`config.mk`:
```
export PLATFORM = sky130hd
export DESIGN_NAME = pipelined_shift_right_div_pow2_flat
export DESIGN_NICKNAME = d
export VERILOG_FILES = /design/src/rtl/shift_pkg.sv /design/src/rtl/pipelined_shift_right_div_pow2_if.sv /design/src/rtl/shift_pipe_stage.sv /design/src/rtl/pipelined_shift_right_div_pow2.sv /design/src/flat_wrapper.sv
export SDC_FILE = /design/constraint.sdc
export NUM_CORES = 1
export LEC_CHECK = 0
export BUFFER_PORTS_ARGS = -buffer_cell sky130_fd_sc_hd__buf_2
export CAP_MARGIN = 25
export CORE_MARGIN = 10
export CORE_UTILIZATION = 50
export CTS_CLUSTER_SIZE = 25
export DETAILED_ROUTE_END_ITERATION = 10
export PLACE_DENSITY = 0.68
export RECOVER_POWER = 25
export SLEW_MARGIN = 20
export SYNTH_ARGS = -nofsm -noshare
export SYNTH_HDL_FRONTEND = slang
export SYNTH_SLANG_ARGS = --single-unit
```
`constraint.sdc`:
```
create_clock -name clk -period 2.81 [get_ports clk]
set_clock_uncertainty 0.2 [all_clocks]
set_input_delay 0.4215 -clock clk [delete_from_list [all_inputs] [get_ports clk]]
set_output_delay 0.4215 -clock clk [all_outputs]
set_load 0.01 [all_outputs]
```
`src/rtl/shift_pkg.sv`:
```
// Shared types for the pipelined right shifter / power-of-two divider.
package shift_pkg;

  typedef enum logic [1:0] {
    SHIFT_LSR = 2'd0,
    SHIFT_ASR = 2'd1,
    SHIFT_DIV = 2'd2,
    SHIFT_RSV = 2'd3
  } shift_mode_t;

endpackage

```
`src/rtl/pipelined_shift_right_div_pow2_if.sv`:
```
// Operand/result bus of the pipelined shifter, one valid/ready channel per side.
interface pipelined_shift_right_div_pow2_if #(
  parameter int N = 8
);
  import shift_pkg::*;

  localparam int SW = $clog2(N);

  // Handshake: a beat transfers on a rising clk edge where valid and ready are both 1.
  // valid must not depend on ready; payload is held stable while valid is high and ready low.
  logic          in_valid;
  logic          in_ready;
  logic [N-1:0]  in_data;
  logic [SW-1:0] in_shamt;
  shift_mode_t   in_mode;
  logic          out_valid;
  logic          out_ready;
  logic [N-1:0]  out_data;

  modport slave (
    input  in_valid, in_data, in_shamt, in_mode, out_ready,
    output in_ready, out_valid, out_data
  );

  modport master (
    output in_valid, in_data, in_shamt, in_mode, out_ready,
    input  in_ready, out_valid, out_data
  );

endinterface

```
`src/rtl/shift_pipe_stage.sv`:
```
// One registered barrel stage: shifts right by 2**(K-1) with sign fill when shamt bit K-1 is set.
module shift_pipe_stage #(
  parameter int N  = 8,
  parameter int SW = 3,
  parameter int K  = 1
) (
  input  logic          clk,
  input  logic          rst,
  input  logic          en,
  input  logic          valid_i,
  input  logic          sign_i,
  input  logic          sat_i,
  input  logic [SW-1:0] shamt_i,
  input  logic [N-1:0]  data_i,
  output logic          valid_o,
  output logic          sign_o,
  output logic          sat_o,
  output logic [SW-1:0] shamt_o,
  output logic [N-1:0]  data_o
);

  localparam int DIST = 1 << (K - 1);
  localparam int FILL = (DIST < N) ? DIST : N;

  logic [N-1:0]  shifted;
  logic          valid_q, valid_d;
  logic          sign_q, sign_d;
  logic          sat_q, sat_d;
  logic [SW-1:0] shamt_q, shamt_d;
  logic [N-1:0]  data_q, data_d;

  generate
    if (FILL >= N) begin : g_full_fill
      assign shifted = {N{sign_i}};
    end else begin : g_part_fill
      assign shifted = {{FILL{sign_i}}, data_i[N-1:FILL]};
    end
  endgenerate

  // A saturated item already holds its final value, so it passes untouched.
  always_comb begin
    valid_d = valid_i;
    sign_d  = sign_i;
    sat_d   = sat_i;
    shamt_d = shamt_i;
    data_d  = (shamt_i[K-1] && !sat_i) ? shifted : data_i;
  end

  always_ff @(posedge clk) begin
    if (rst) begin
      valid_q <= 1'b0;
      sign_q  <= 1'b0;
      sat_q   <= 1'b0;
      shamt_q <= '0;
      data_q  <= '0;
    end else if (en) begin
      valid_q <= valid_d;
      sign_q  <= sign_d;
      sat_q   <= sat_d;
      shamt_q <= shamt_d;
      data_q  <= data_d;
    end
  end

  assign valid_o = valid_q;
  assign sign_o  = sign_q;
  assign sat_o   = sat_q;
  assign shamt_o = shamt_q;
  assign data_o  = data_q;

endmodule

```
`src/rtl/pipelined_shift_right_div_pow2.sv`:
```
// Pipelined right shifter: logical, arithmetic (floor) and signed divide by 2**shamt (toward zero).
module pipelined_shift_right_div_pow2 #(
  parameter int N = 8
) (
  input  logic clk,
  input  logic rst,
  pipelined_shift_right_div_pow2_if.slave bus
);
  import shift_pkg::*;

  localparam int SW     = $clog2(N);
  localparam int STAGES = SW;
  localparam logic [SW:0] N_W = (SW + 1)'(N);

  logic          en;
  logic          arith;
  logic          sat0;
  logic [N-1:0]  bias;
  logic [N-1:0]  op0;

  logic          valid0_q, valid0_d;
  logic          sign0_q, sign0_d;
  logic          sat0_q, sat0_d;
  logic [SW-1:0] shamt0_q, shamt0_d;
  logic [N-1:0]  data0_q, data0_d;

  logic          valid_p [STAGES+1];
  logic          sign_p  [STAGES+1];
  logic          sat_p   [STAGES+1];
  logic [SW-1:0] shamt_p [STAGES+1];
  logic [N-1:0]  data_p  [STAGES+1];
  logic          unused_tail;

  assign en           = !bus.out_valid || bus.out_ready;
  assign bus.in_ready = en;

  // Stage 0: DIV pre-biases negatives by 2**s-1 so the floor shift truncates toward zero.
  always_comb begin
    arith = (bus.in_mode != SHIFT_LSR);
    sat0  = ({1'b0, bus.in_shamt} >= N_W);
    bias  = ~({N{1'b1}} << bus.in_shamt);
    if (sat0)
      op0 = {N{(bus.in_mode == SHIFT_ASR || bus.in_mode == SHIFT_RSV) && bus.in_data[N-1]}};
    else if (bus.in_mode == SHIFT_DIV && bus.in_data[N-1])
      op0 = bus.in_data + bias;
    else
      op0 = bus.in_data;
  end

  // Fill follows the biased operand: a small negative dividend turns non-negative and must shift to 0.
  always_comb begin
    valid0_d = bus.in_valid;
    sign0_d  = arith && op0[N-1];
    sat0_d   = sat0;
    shamt0_d = bus.in_shamt;
    data0_d  = op0;
  end

  always_ff @(posedge clk) begin
    if (rst) begin
      valid0_q <= 1'b0;
      sign0_q  <= 1'b0;
      sat0_q   <= 1'b0;
      shamt0_q <= '0;
      data0_q  <= '0;
    end else if (en) begin
      valid0_q <= valid0_d;
      sign0_q  <= sign0_d;
      sat0_q   <= sat0_d;
      shamt0_q <= shamt0_d;
      data0_q  <= data0_d;
    end
  end

  assign valid_p[0] = valid0_q;
  assign sign_p[0]  = sign0_q;
  assign sat_p[0]   = sat0_q;
  assign shamt_p[0] = shamt0_q;
  assign data_p[0]  = data0_q;

  generate
    for (genvar k = 1; k <= STAGES; k++) begin : g_stage
      shift_pipe_stage #(.N(N), .SW(SW), .K(k)) u_stage (
        .clk     (clk),
        .rst     (rst),
        .en      (en),
        .valid_i (valid_p[k-1]),
        .sign_i  (sign_p[k-1]),
        .sat_i   (sat_p[k-1]),
        .shamt_i (shamt_p[k-1]),
        .data_i  (data_p[k-1]),
        .valid_o (valid_p[k]),
        .sign_o  (sign_p[k]),
        .sat_o   (sat_p[k]),
        .shamt_o (shamt_p[k]),
        .data_o  (data_p[k])
      );
    end
  endgenerate

  // Masking with rst keeps a downstream handshake from completing in the reset cycle.
  assign bus.out_valid = valid_p[STAGES] && !rst;
  assign bus.out_data  = data_p[STAGES];
  assign unused_tail   = ^{sign_p[STAGES], sat_p[STAGES], shamt_p[STAGES]};

endmodule

```
`src/flat_wrapper.sv`:
```
// flat-port wrapper written by rule: the top's interface ports become plain ports
module pipelined_shift_right_div_pow2_flat import shift_pkg::*;
#(
  parameter int N = 8
)
  (clk, rst, bus_in_valid, bus_in_data, bus_in_shamt, bus_in_mode, bus_out_ready, bus_in_ready, bus_out_valid, bus_out_data);
  pipelined_shift_right_div_pow2_if #(.N(N)) bus_i ();
  input  logic clk;
  input  logic rst;
  input wire logic [$bits(bus_i.in_valid)-1:0] bus_in_valid;
  input wire logic [$bits(bus_i.in_data)-1:0] bus_in_data;
  input wire logic [$bits(bus_i.in_shamt)-1:0] bus_in_shamt;
  input wire logic [$bits(bus_i.in_mode)-1:0] bus_in_mode;
  input wire logic [$bits(bus_i.out_ready)-1:0] bus_out_ready;
  output wire logic [$bits(bus_i.in_ready)-1:0] bus_in_ready;
  output wire logic [$bits(bus_i.out_valid)-1:0] bus_out_valid;
  output wire logic [$bits(bus_i.out_data)-1:0] bus_out_data;
  assign bus_i.in_valid = bus_in_valid;
  assign bus_i.in_data = bus_in_data;
  assign bus_i.in_shamt = bus_in_shamt;
  assign bus_i.in_mode = bus_in_mode;
  assign bus_i.out_ready = bus_out_ready;
  assign bus_in_ready = bus_i.in_ready;
  assign bus_out_valid = bus_i.out_valid;
  assign bus_out_data = bus_i.out_data;
  pipelined_shift_right_div_pow2 #(.N(N)) u_core (.clk(clk), .rst(rst), .bus(bus_i));
endmodule
```
==> summary.md <==
| Metric | Value |
|---|---|
| TritonCTS clock tree | done |
| Worst setup endpoint | u_core.data0_q[4] |
| Gate count of the mapped netlist | approximately 260 |
| Vias in the first global route | 1,618 |
| Yosys reg bits | 45 |
| Effective utilization at floorplan | 0.526 |
| DP HPWL | 3180 µm |
| Max Freq | 426 MHz |
| Worst-path maximum fanout | 8 |
| Post-Syn Nets | 284 |
| Cell area after synthesis | 2340 µm² |
| Worst path slowest cell | fa_1 |
| Routed Antenna Nets | 0 |
| Antenna Cells | 0 |
| Post-synth EDFFs | 0 |
| Rows | 24 |
| Status | finished, final reports clean |
| Post-route minimum period | 2.35 ns |
| CTS max path bufs | 2 |
| Root buffer cell | clkbuf_8 |
| Setup violators final | 0 |
| DR vias | 1,775 |
| Arrival time at the worst endpoint | ~2.4 ns |
| Setup ws final | around 0.46 ns |
| GRT Overall Usage | 0.118 |
| Critical Path End Type | flop |
| Max-slew headroom | 0.543 |
| Library cells used by synthesis | 42 |
| TritonCTS Buffers | 5 |
| Placer Congestion | 0.915 |
| Pre-CTS setup slack | 0.159 ns |
| DRT iter0 DRCs | 107 |
| Max-Cap Viols | 0 |
| First-pass iteration count of the detailed router | 4 |
| Final wirelength | 4470 µm |
| Drt wl/cell | 14.0 µm |
| DIE AREA | just under 8000 µm² |
| Startpoint types | input port |
| P per Cell Area | 508 nW/µm² |
| DRC errors left | 0 |
| Leakage power | 0.983 nW |
| Setup_tns | 0 ns |
| Sequential share of the synthesized area | 0.386 |
| IO Port Bufs | 26 |
| Hold Path Class | input port to flop |
| Clock Sinks | 45 |
| Crit-path max cell delay | between 0.4 and 0.5 ns |
| Overflow left after global routing | 0 |
| Most used DFF post-synth | dfxtp_1 |
| Final period utilization | 0.836 |
| Initial antenna violation count | 0 |
| Worst skew pair latency | 0.29 ns |
| Die width | 88.4 µm |
| Final Hold Violating Endpoints | 0 |
| Avg Cell Area, Syn | 9.05 µm² |
| Fraction of registers with async set/reset | 0 |
| Nets | 294 |
| Area Overhead vs Synth | 6.48% |
| Worst path top cell family by delay | adder cells |
| WP buf/inv | 1 |
| Reg-to-Reg Start | u_core.g_stage[3].u_stage.valid_o |
| Ys Warns | 0 |
| Die Ht | roughly 90 µm |
| Post-cts resize count | 0 |
| Reg2Reg Setup Slack | about 0.93 ns |
| First-pass GRT wire length | 7380 µm |
| Peak supply drop | 0.000218 V |
| Kind of critical path | input port to flop |
| Critical path depth | 8 |
| Least-Margin Pin Slew | 0.685 ns |
| Worst Path Required | 2.83 ns |
| Largest net degree at the start of global routing | 52 |
| Critical Path, Cell by Cell | buf_2 -> or3_1 -> ha_1 -> fa_1 -> a211oi_1 -> nor2_1 -> o31a_1 -> nor3_1 |
| Clock-pin slew on the worst setup and hold paths | roughly 0.08 ns |
| H-tree depth | 2 |
| Layout cells sized above 1 | 0.112 |
| Area of the core | 4440 µm² |
| RSZ-0062 raised after global routing | no |
| IO Count | 27 |
| Post-CTS Setup Bufs | 0 |
| Vias per cell | between 5 and 6 |
| R2R depth | 5 |
| R2r endpoint | u_core.data0_q[5] |
| Slew Viols, Final | 0 |
| Critical path origin | bus_in_shamt[2] |
| CTS Hold Bufs | 0 |
==> worst reg2reg max path, stage by stage, from the launching register on <==
cell and delay, ns:
dfxtp_1 0.34, nor3b_4 0.32, inv_1 0.39, and4b_1 0.32, a21oi_1 0.11, o41ai_1 0.08
==> stage by stage <==
stage                      util  std cells  power (W)  area, µm²  hold WS, ns
after floorplan               -        258   0.000836       2340        0.216
after global placement    0.543        313   0.000878       2410        0.226
after detailed placement  0.543        313   0.000882       2410        0.229
after CTS                 0.562        320    0.00128       2500        0.143
after global routing      0.560        320    0.00132       2490        0.152
final                     0.560        320    0.00126       2490        0.150
==> report_power, final <==
part / leakage [nW] / switching (W) / internal [W]
clock: 0.0443 / 0.000203 / 0.000195
sequential: 0.369 / 0.0000276 / 0.000671
combinational: 0.569 / 0.0000857 / 0.0000804
total: 0.983 / 0.000316 / 0.000947
==> state kept, by name (all words and copies together), names as in the netlist <==
| register | count |
|---|---|
| u_core.sign0_q | 1 |
| u_core.g_stage.u_stage.sign_o | 2 |
| u_core.g_stage.u_stage.valid_o | 3 |
| u_core.g_stage.u_stage.data_o | 24 |
| u_core.valid0_q | 1 |
| u_core.shamt0_q | 3 |
| u_core.data0_q | 8 |
| u_core.g_stage.u_stage.shamt_o | 3 |
==> cell families after synthesis <==
family | count (synthesis) | synth area share
xor gates and xnor gates | 1 | 0.00375
muxes | 27 | 0.116
DFF | 45 | 0.386
and+or+nand+nor | 91 | 0.202
AOI/OAI and AO/OA | 57 | 0.174
buffers and inverters | 28 | 0.0669
adders and majority gates | 9 | 0.0514
==> metal layers <==
metal	track usage	routed length [µm]	up-vias
met4	0.0617	97	0
met1	0.144	2150	773
met5	0	0	-
li1	-	-	943
met2	0.191	1960	52
met3	0.0257	265	7
==> area by class of cell <==
cell class | instances | area, µm²
fillers | 430 | 1960
multi-input cells | 185 | 1280
flip-flops and latches | 45 | 901
repair buffers | 29 | 143
clock buffers | 7 | 86.3
well taps | 52 | 65.1
inverters | 2 | 7.51
==> synth_stat cells, types with 2 or more instances <==
cell      instances  area (µm²)
dfxtp_1          45         901
mux2i_1          27         270
a21o_1            3        22.5
o211ai_1          2        15.0
nand2_1          43         161
o21ai_0           4        20.0
ha_1              8         100
a211oi_1         12        90.1
nand2b_1          5        31.3
nor3b_1           2        15.0
a21oi_1           9        45.0
nor3_1            4        20.0
nor4b_1           2        17.5
and3_1            3        18.8
o31ai_1          18         135
clkbuf_1          8        30.0
buf_2             8        40.0
buf_4             9        67.6
nor2_1           12        45.0
nand3b_1         11        82.6
o31a_1            2        17.5
==> worst min path at each step <==
stage / start / cells after the start / endpoint / slack [ns]
6_report: bus_in_valid / 3 / u_core.valid0_q / 0.15
5_1_grt: bus_in_valid / 3 / u_core.valid0_q / 0.15
4_1_cts: bus_in_valid / 3 / u_core.valid0_q / 0.14
3_5_place_dp: u_core.shamt0_q[2] / 2 / u_core.shamt0_q[2] / 0.23
3_3_place_gp: u_core.shamt0_q[1] / 2 / u_core.shamt0_q[1] / 0.23
2_1_floorplan: u_core.g_stage[1].u_stage.shamt_o[2] / 2 / u_core.g_stage[1].u_stage.shamt_o[2] / 0.22
==> cell usage in the layout (no fill, tap or decap), types with 4 or more instances in the layout <==
| cell type | count |
|---|---|
| clkbuf_1 | 9 |
| a21oi_1 | 9 |
| clkbuf_8 | 6 |
| nand2_1 | 43 |
| nor2_1 | 12 |
| nand2b_1 | 5 |
| nand3b_1 | 11 |
| o21ai_0 | 4 |
| mux2i_1 | 27 |
| a211oi_1 | 12 |
| ha_1 | 8 |
| o31ai_1 | 18 |
| buf_2 | 18 |
| nor3_1 | 4 |
| dfxtp_1 | 45 |
Power figures use the tool's default switching activity.
